## src/rtl/rom_dl_pkg.sv

```systemverilog
// Shared types for the ROM download packer: FIFO entry layout and byte-enable codes.
// DL_ADDR_W sets the stored word-address width; keep it >= the packer's ADDR_W.
package rom_dl_pkg;

  localparam int DL_ADDR_W = 22;

  localparam logic [1:0] DS_LO = 2'b01;
  localparam logic [1:0] DS_HI = 2'b10;
  localparam logic [1:0] DS_W  = 2'b11;

  typedef struct packed {
    logic [DL_ADDR_W-1:0] addr;
    logic [15:0]          data;
    logic [1:0]           ds;
  } dl_entry_t;

  function automatic dl_entry_t mk_entry(input logic [DL_ADDR_W-1:0] addr,
                                         input logic [15:0]          data,
                                         input logic [1:0]           ds);
    dl_entry_t e;
    e.addr = addr;
    e.data = data;
    e.ds   = ds;
    return e;
  endfunction

endpackage

```

## src/rtl/rom_dl_fifo.sv

```systemverilog
// Pending-write queue of dl_entry_t between the byte packer and the SDRAM request port.
// Latency: an entry pushed on one edge is at the head from the next cycle (no bypass).
// Backpressure: a push while full is ignored unless a pop happens in the same cycle.
module rom_dl_fifo
  import rom_dl_pkg::*;
#(
  parameter int DEPTH = 4
) (
  input  logic                   clk_sys,
  input  logic                   reset_n,
  input  logic                   push_vld,
  input  dl_entry_t              push_dat,
  input  logic                   pop_vld,
  output dl_entry_t              head_dat,
  output logic                   full,
  output logic                   empty,
  output logic [$clog2(DEPTH):0] count
);

  localparam int AW = $clog2(DEPTH);

  dl_entry_t   mem [DEPTH];
  logic [AW:0] wr_ptr;
  logic [AW:0] rd_ptr;
  logic        wr_en;
  logic        rd_en;

  // Pointers carry one extra wrap bit so full and empty are distinguishable.
  assign full     = (wr_ptr[AW] != rd_ptr[AW]) && (wr_ptr[AW-1:0] == rd_ptr[AW-1:0]);
  assign empty    = (wr_ptr == rd_ptr);
  assign count    = wr_ptr - rd_ptr;
  assign rd_en    = pop_vld & ~empty;
  assign wr_en    = push_vld & (~full | rd_en);
  assign head_dat = mem[rd_ptr[AW-1:0]];

  always_ff @(posedge clk_sys) begin
    if (!reset_n) begin
      wr_ptr <= '0;
      rd_ptr <= '0;
    end else begin
      if (wr_en) wr_ptr <= wr_ptr + (AW+1)'(1);
      if (rd_en) rd_ptr <= rd_ptr + (AW+1)'(1);
    end
  end

  always_ff @(posedge clk_sys) begin
    if (wr_en) mem[wr_ptr[AW-1:0]] <= push_dat;
  end

endmodule

```

## src/rtl/rom_dl_packer.sv

```systemverilog
// ROM download byte stream to SDRAM word writes; ROM_DL_PACK_EN pairs even/odd bytes.
// Latency: strobe to ram_req toggle 2 cycles (3 for a staged odd byte when packing).
// Backpressure: toggle req/ack, one request outstanding; FIFO-full pushes drop and set overflow.
module rom_dl_packer
  import rom_dl_pkg::*;
#(
  parameter int ADDR_W     = 22,
  parameter int FIFO_DEPTH = 4
) (
  input  logic              clk_sys,
  input  logic              reset_n,
  input  logic              ioctl_downl,
  input  logic              ioctl_wr,
  input  logic [24:0]       ioctl_addr,
  input  logic [7:0]        ioctl_dout,
  output logic [ADDR_W-1:0] ram_addr,
  output logic [15:0]       ram_din,
  output logic [1:0]        ram_ds,
  output logic              ram_we,
  output logic              ram_req,
  input  logic              ram_ack,
  output logic              rom_loaded,
  output logic              overflow
);

  localparam int CW = $clog2(FIFO_DEPTH) + 1;

  logic          downl_q;
  logic          dl_seen;
  logic          dl_rise;
  logic          port_idle;
  logic          pack_busy;
  logic          loaded_cond;
  logic          push_vld;
  logic          pop_vld;
  logic          fifo_full;
  logic          fifo_empty;
  logic [CW-1:0] fifo_count;
  dl_entry_t     push_dat;
  dl_entry_t     head_dat;

  assign ram_we    = downl_q;
  assign dl_rise   = ioctl_downl & ~downl_q;
  assign port_idle = (ram_req == ram_ack);
  assign pop_vld   = port_idle & ~fifo_empty;

`ifdef ROM_DL_PACK_EN
  logic        dl_fall;
  logic        pend_vld;
  logic        pend_hit;
  logic        stg_vld;
  logic [23:0] pend_addr;
  logic [7:0]  pend_dat;
  dl_entry_t   pend_ent;
  dl_entry_t   stg_dat;

  assign dl_fall   = ~ioctl_downl & downl_q;
  assign pend_hit  = pend_vld & (pend_addr == ioctl_addr[24:1]);
  assign pend_ent  = mk_entry(DL_ADDR_W'(pend_addr[ADDR_W-1:0]), {8'h00, pend_dat}, DS_LO);
  assign pack_busy = pend_vld | stg_vld;

  // Strobes are >=2 cycles apart, so a staged odd byte never competes with a strobe push.
  always_comb begin
    push_vld = 1'b0;
    push_dat = pend_ent;
    if (stg_vld) begin
      push_vld = 1'b1;
      push_dat = stg_dat;
    end else if (ioctl_wr & ioctl_addr[0] & pend_hit) begin
      push_vld = 1'b1;
      push_dat = mk_entry(DL_ADDR_W'(ioctl_addr[ADDR_W:1]), {ioctl_dout, pend_dat}, DS_W);
    end else if (ioctl_wr | dl_fall) begin
      push_vld = pend_vld;
    end
  end

  always_ff @(posedge clk_sys) begin
    if (!reset_n) begin
      pend_vld  <= 1'b0;
      pend_addr <= '0;
      pend_dat  <= '0;
      stg_vld   <= 1'b0;
      stg_dat   <= '0;
    end else begin
      stg_vld <= 1'b0;
      if (ioctl_wr & ~ioctl_addr[0]) begin
        pend_vld  <= 1'b1;
        pend_addr <= ioctl_addr[24:1];
        pend_dat  <= ioctl_dout;
      end else if (ioctl_wr) begin
        pend_vld <= 1'b0;
        if (!pend_hit) begin
          stg_vld <= 1'b1;
          stg_dat <= mk_entry(DL_ADDR_W'(ioctl_addr[ADDR_W:1]), {ioctl_dout, 8'h00}, DS_HI);
        end
      end else if (dl_fall) begin
        pend_vld <= 1'b0;
      end
    end
  end
`else
  assign pack_busy = 1'b0;

  always_comb begin
    push_vld = ioctl_wr;
    push_dat = mk_entry(DL_ADDR_W'(ioctl_addr[ADDR_W:1]), {ioctl_dout, ioctl_dout},
                        {ioctl_addr[0], ~ioctl_addr[0]});
  end
`endif

  rom_dl_fifo #(
    .DEPTH (FIFO_DEPTH)
  ) u_fifo (
    .clk_sys  (clk_sys),
    .reset_n  (reset_n),
    .push_vld (push_vld),
    .push_dat (push_dat),
    .pop_vld  (pop_vld),
    .head_dat (head_dat),
    .full     (fifo_full),
    .empty    (fifo_empty),
    .count    (fifo_count)
  );

  assign loaded_cond = ~ioctl_downl & dl_seen & ~pack_busy & (fifo_count == '0) & port_idle;

  // Reset copies ram_ack into ram_req so an abandoned request is never reissued.
  always_ff @(posedge clk_sys) begin
    if (!reset_n) begin
      ram_req    <= ram_ack;
      ram_addr   <= '0;
      ram_din    <= '0;
      ram_ds     <= '0;
      downl_q    <= 1'b0;
      dl_seen    <= 1'b0;
      rom_loaded <= 1'b0;
      overflow   <= 1'b0;
    end else begin
      downl_q <= ioctl_downl;
      if (pop_vld) begin
        ram_req  <= ~ram_req;
        ram_addr <= ADDR_W'(head_dat.addr);
        ram_din  <= head_dat.data;
        ram_ds   <= head_dat.ds;
      end
      if (dl_rise) begin
        dl_seen    <= 1'b1;
        rom_loaded <= 1'b0;
        overflow   <= 1'b0;
      end else begin
        if (loaded_cond) rom_loaded <= 1'b1;
        if (push_vld & fifo_full & ~pop_vld) overflow <= 1'b1;
      end
    end
  end

endmodule

```

## config.mk

```make
export PLATFORM = sky130hd
export DESIGN_NAME = rom_dl_packer
export DESIGN_NICKNAME = d
export VERILOG_FILES = /design/src/rtl/rom_dl_pkg.sv /design/src/rtl/rom_dl_fifo.sv /design/src/rtl/rom_dl_packer.sv
export SDC_FILE = /design/constraint.sdc
export NUM_CORES = 1
export LEC_CHECK = 0
export CAP_MARGIN = 20
export CELL_PAD_IN_SITES_DETAIL_PLACEMENT = 1
export CELL_PAD_IN_SITES_GLOBAL_PLACEMENT = 2
export CORE_MARGIN = 1
export CORE_UTILIZATION = 38
export CTS_BUF_LIST = sky130_fd_sc_hd__clkbuf_4
export DETAILED_ROUTE_END_ITERATION = 12
export PLACE_DENSITY = 0.88
export SLEW_MARGIN = 10
export SYNTH_ARGS = -nofsm -noshare
export SYNTH_HDL_FRONTEND = slang
export SYNTH_SLANG_ARGS = --single-unit
```

## constraint.sdc

```tcl
create_clock -name clk_sys -period 3.1 [get_ports clk_sys]
set_input_delay 0.31 -clock clk_sys [delete_from_list [all_inputs] [get_ports clk_sys]]
set_output_delay 0.31 -clock clk_sys [all_outputs]
set_load 0.01 [all_outputs]
```

==> results.tsv <==
stage	metric	value	unit
hold_path	worstHoldStart	reset_n	
clocking	cts_buffers	17	
logic_synthesis	synth_top_family_by_area	multiplexers	
logic_synthesis	synth_compound_area_frac	0.0515	
timing	setup_viol	0	
detailed_routing	drtPass1Iterations	4	
logic_synthesis	synth_adder_area_share	0.0154	
critical_path	critPathKind	flip-flop to flip-flop	
die	start_util	0.388	
detailed_routing	vias	4312	
critical_path	crit_slowest_cell	buf_4	
pwr	p_leak	2.69	nW
logic_synthesis	syn_nets	493	
logic_synthesis	ys_seq_elements	171	
detailed_routing	drc_errors	0	
global_routing	track_usage	0.189	
logic_synthesis	synth_cell_types	35	
critical_path	worst-path-buf-inv	2	
die	pin_count	82	
detailed_routing	viasPerCell	5.70	
placed_design	portBuffers	79	
die	coreArea	0.0180	mm2
layout	layout-drive-gt1-share	0.167	
logic_synthesis	syn_inst	447	
critical_path	crit_path_start_kind	flip-flop	
layout	final_cell_mix	129 x edfxtp_1, 78 x clkdlybuf4s50_1, 70 x nand3_1, 40 x dfxtp_1	
timing	fin_skew	24.1	ps
layout	final_common_cell	edfxtp_1	
hold_path	hp-class	primary input to flip-flop	
detailed_routing	wl	16700	um
clocking	ctsHtreeMaxLevel	4	
layout	fillers	1769	
run_status	status	finished clean	
logic_synthesis	avgSynthCellArea	15.6	um2
clocking	clk_latency	570	ps
detailed_routing	drt-initial-drc-count	287	
placed_design	gp_congestion	0.711	
critical_path	timing.critical_path.from	u_fifo.wr_ptr[0]	
critical_path	slowest_delay	480	ps
placed_design	dp_hpwl	10100	um
critical_path	r2r-start	u_fifo.wr_ptr[0]	
timing	worst_slew_margin_rel	0.526	
logic_synthesis	yosys_warnings	0	
clocking	cts_tree	built	
critical_path	crit_end	u_fifo.mem[3][19]	
pwr	power_density	859	mW/mm2
logic_synthesis	synth-simple-area-share	0.102	
global_routing	grt_pass1_vias	4621	
run	maxCapViolCount	0	
critical_path	required	3300	ps
hold_path	worstHoldPathCells	3	
layout	synthToLayoutAreaGrowth	18.7	%
timing	fmax	429	MHz
clocking	clock_sinks	171	
global_routing	grt_max_degree	67	
die	die_width	137	um
critical_path	rrSetupSlack	770	ps
critical_path	path_delay_family	buffers and inverters	
logic_synthesis	synthMuxAreaShare	0.108	
clocking	cts_resized	0	
timing	rsz0062_at_grt	false	
timing	slew_viol_final	0	
timing	fin_crit_sh	0.752	
clocking	cts_setup_buffers	0	
timing	fin_tns_setup	0	ps
critical_path	rr_worst_depth	6	
critical_path	endpoint_kind	flip-flop	
timing	hold_violations	0	
pwr	vdd_ir_drop_max	0.000367	V
pwr	power.total	7.11	mW
timing	fin_crit	2330	ps
global_routing	grt.overflow.total	0	
die	dieHeight	137	um
critical_path	arrival	2530	ps
clocking	cts_hold_buf	0	
detailed_routing	ant_nets	0	
global_routing	antenna_found_initial	1	
clocking	clk_pin_slew	140	ps
clocking	cts_root_buffer	clkbuf_4	
critical_path	cp_cell_sequence	inv_1 -> ha_1 -> and2_1 -> nand3_1 -> and3_1 -> buf_4	
critical_path	worstPathMaxFanout	32	
critical_path	r2r_end	u_fifo.mem[3][19]	
timing	tightest_slew	709	ps
logic_synthesis	synth_xor_area_frac	0.0106	
layout	nets	560	
die	die_area	0.0189	mm2
clocking	clk_path_buf_depth	2	
critical_path	path_depth	6	
die	rows	49	
global_routing	grt_pass1_wl	25700	um
detailed_routing	routedWlPerCell	22.0	um
logic_synthesis	ys_seq_area_frac	0.676	
logic_synthesis	syn_area	0.00697	mm2
-- worst register-to-register path, stage by stage (launching register included) --
cell     delay, ps
dfxtp_1        470
inv_1          140
ha_1           320
and2_1         180
nand3_1        180
and3_1         190
buf_4          480
-- kinds of logic after synthesis --
kind of cell    after synthesis
flops                       171
simple gates                129
buf+inv                      54
compound gates               45
mux                          35
fa+ha+maj                     8
xor+xnor                      5
-- synthesized netlist by cell type --
master | number | area (um2)
fa_1 | 1 | 20.0
buf_4 | 11 | 82.6
ha_1 | 7 | 87.6
nor4_1 | 2 | 12.5
or3_1 | 2 | 12.5
buf_2 | 8 | 40.0
a31oi_1 | 1 | 6.26
inv_1 | 5 | 18.8
nand3b_1 | 3 | 22.5
buf_1 | 3 | 11.3
nand4_1 | 32 | 200
o2111ai_1 | 32 | 280
a21boi_0 | 1 | 7.51
xnor2_1 | 1 | 8.76
dfxtp_1 | 42 | 841
nand2b_1 | 4 | 25.0
and2_1 | 2 | 12.5
a31o_2 | 1 | 8.76
a21oi_1 | 4 | 20.0
edfxtp_1 | 129 | 3870
o21ai_0 | 2 | 10.0
nand2_1 | 7 | 26.3
nand3_1 | 70 | 350
o21ai_1 | 2 | 10.0
o211ai_1 | 1 | 7.51
nand4b_1 | 1 | 8.76
mux2i_1 | 3 | 30.0
xor2_2 | 2 | 32.5
clkbuf_1 | 27 | 101
xnor2_2 | 2 | 32.5
nor2_1 | 1 | 3.75
and4b_1 | 1 | 10.0
and3_1 | 4 | 25.0
o311ai_0 | 1 | 8.76
mux4_2 | 32 | 721
-- cell type report --
class                   count  area [um2]  area share
well taps                 229         287      0.0346
multi-input cells         222        2030       0.246
clock buffers              17         128      0.0154
clock inverters            15         151      0.0183
flip-flops and latches    171        4720       0.570
repair buffers             97         936       0.113
diodes                      1        2.50    0.000302
inverters                   5        18.8     0.00227
-- power breakdown --
part / switching (mW) / internal [mW]
logic: 1.43 / 1.12
clock network: 0.769 / 0.475
registers: 0.315 / 3.00
-- registers in the layout, summed over array words and instances (netlist names) --
signal,cells
ram_we,1
overflow,1
ram_addr,22
ram_req,1
u_fifo.mem,128
dl_seen,1
u_fifo.wr_ptr,3
ram_din,8
u_fifo.rd_ptr,3
rom_loaded,1
ram_ds,2
-- stage by stage --
| stage | cells | worst slack [ps] | instance area, um2 | hold WS [ps] | util |
|---|---|---|---|---|---|
| finish | 757 | 769 | 8270 | 287 | 0.461 |
| floorplan | 447 | 167 | 6970 | 409 | - |
| global placement | 724 | 722 | 7990 | 444 | 0.445 |
| global route | 757 | 636 | 8270 | 297 | 0.461 |
| CTS | 756 | 765 | 8270 | 257 | 0.460 |
| detailed placement | 724 | 634 | 7990 | 461 | 0.445 |
-- how the worst min path moves through the flow --
stage                              endpoint  slack, ps
after floorplan           u_fifo.mem[0][10]        410
after detailed placement           overflow        460
final                            rom_loaded        290
after CTS                        rom_loaded        260
after global placement              dl_seen        440
after global routing                dl_seen        300
-- metal layers --
metal	part of all wire	vias up	track usage
li1	-	1954	-
met1	0.40	2218	0.226
met2	0.53	110	0.324
met3	0.044	30	0.0353
met4	0.022	0	0.0952
met5	0	-	0
No activity file was read; power rests on OpenSTA's default activity.
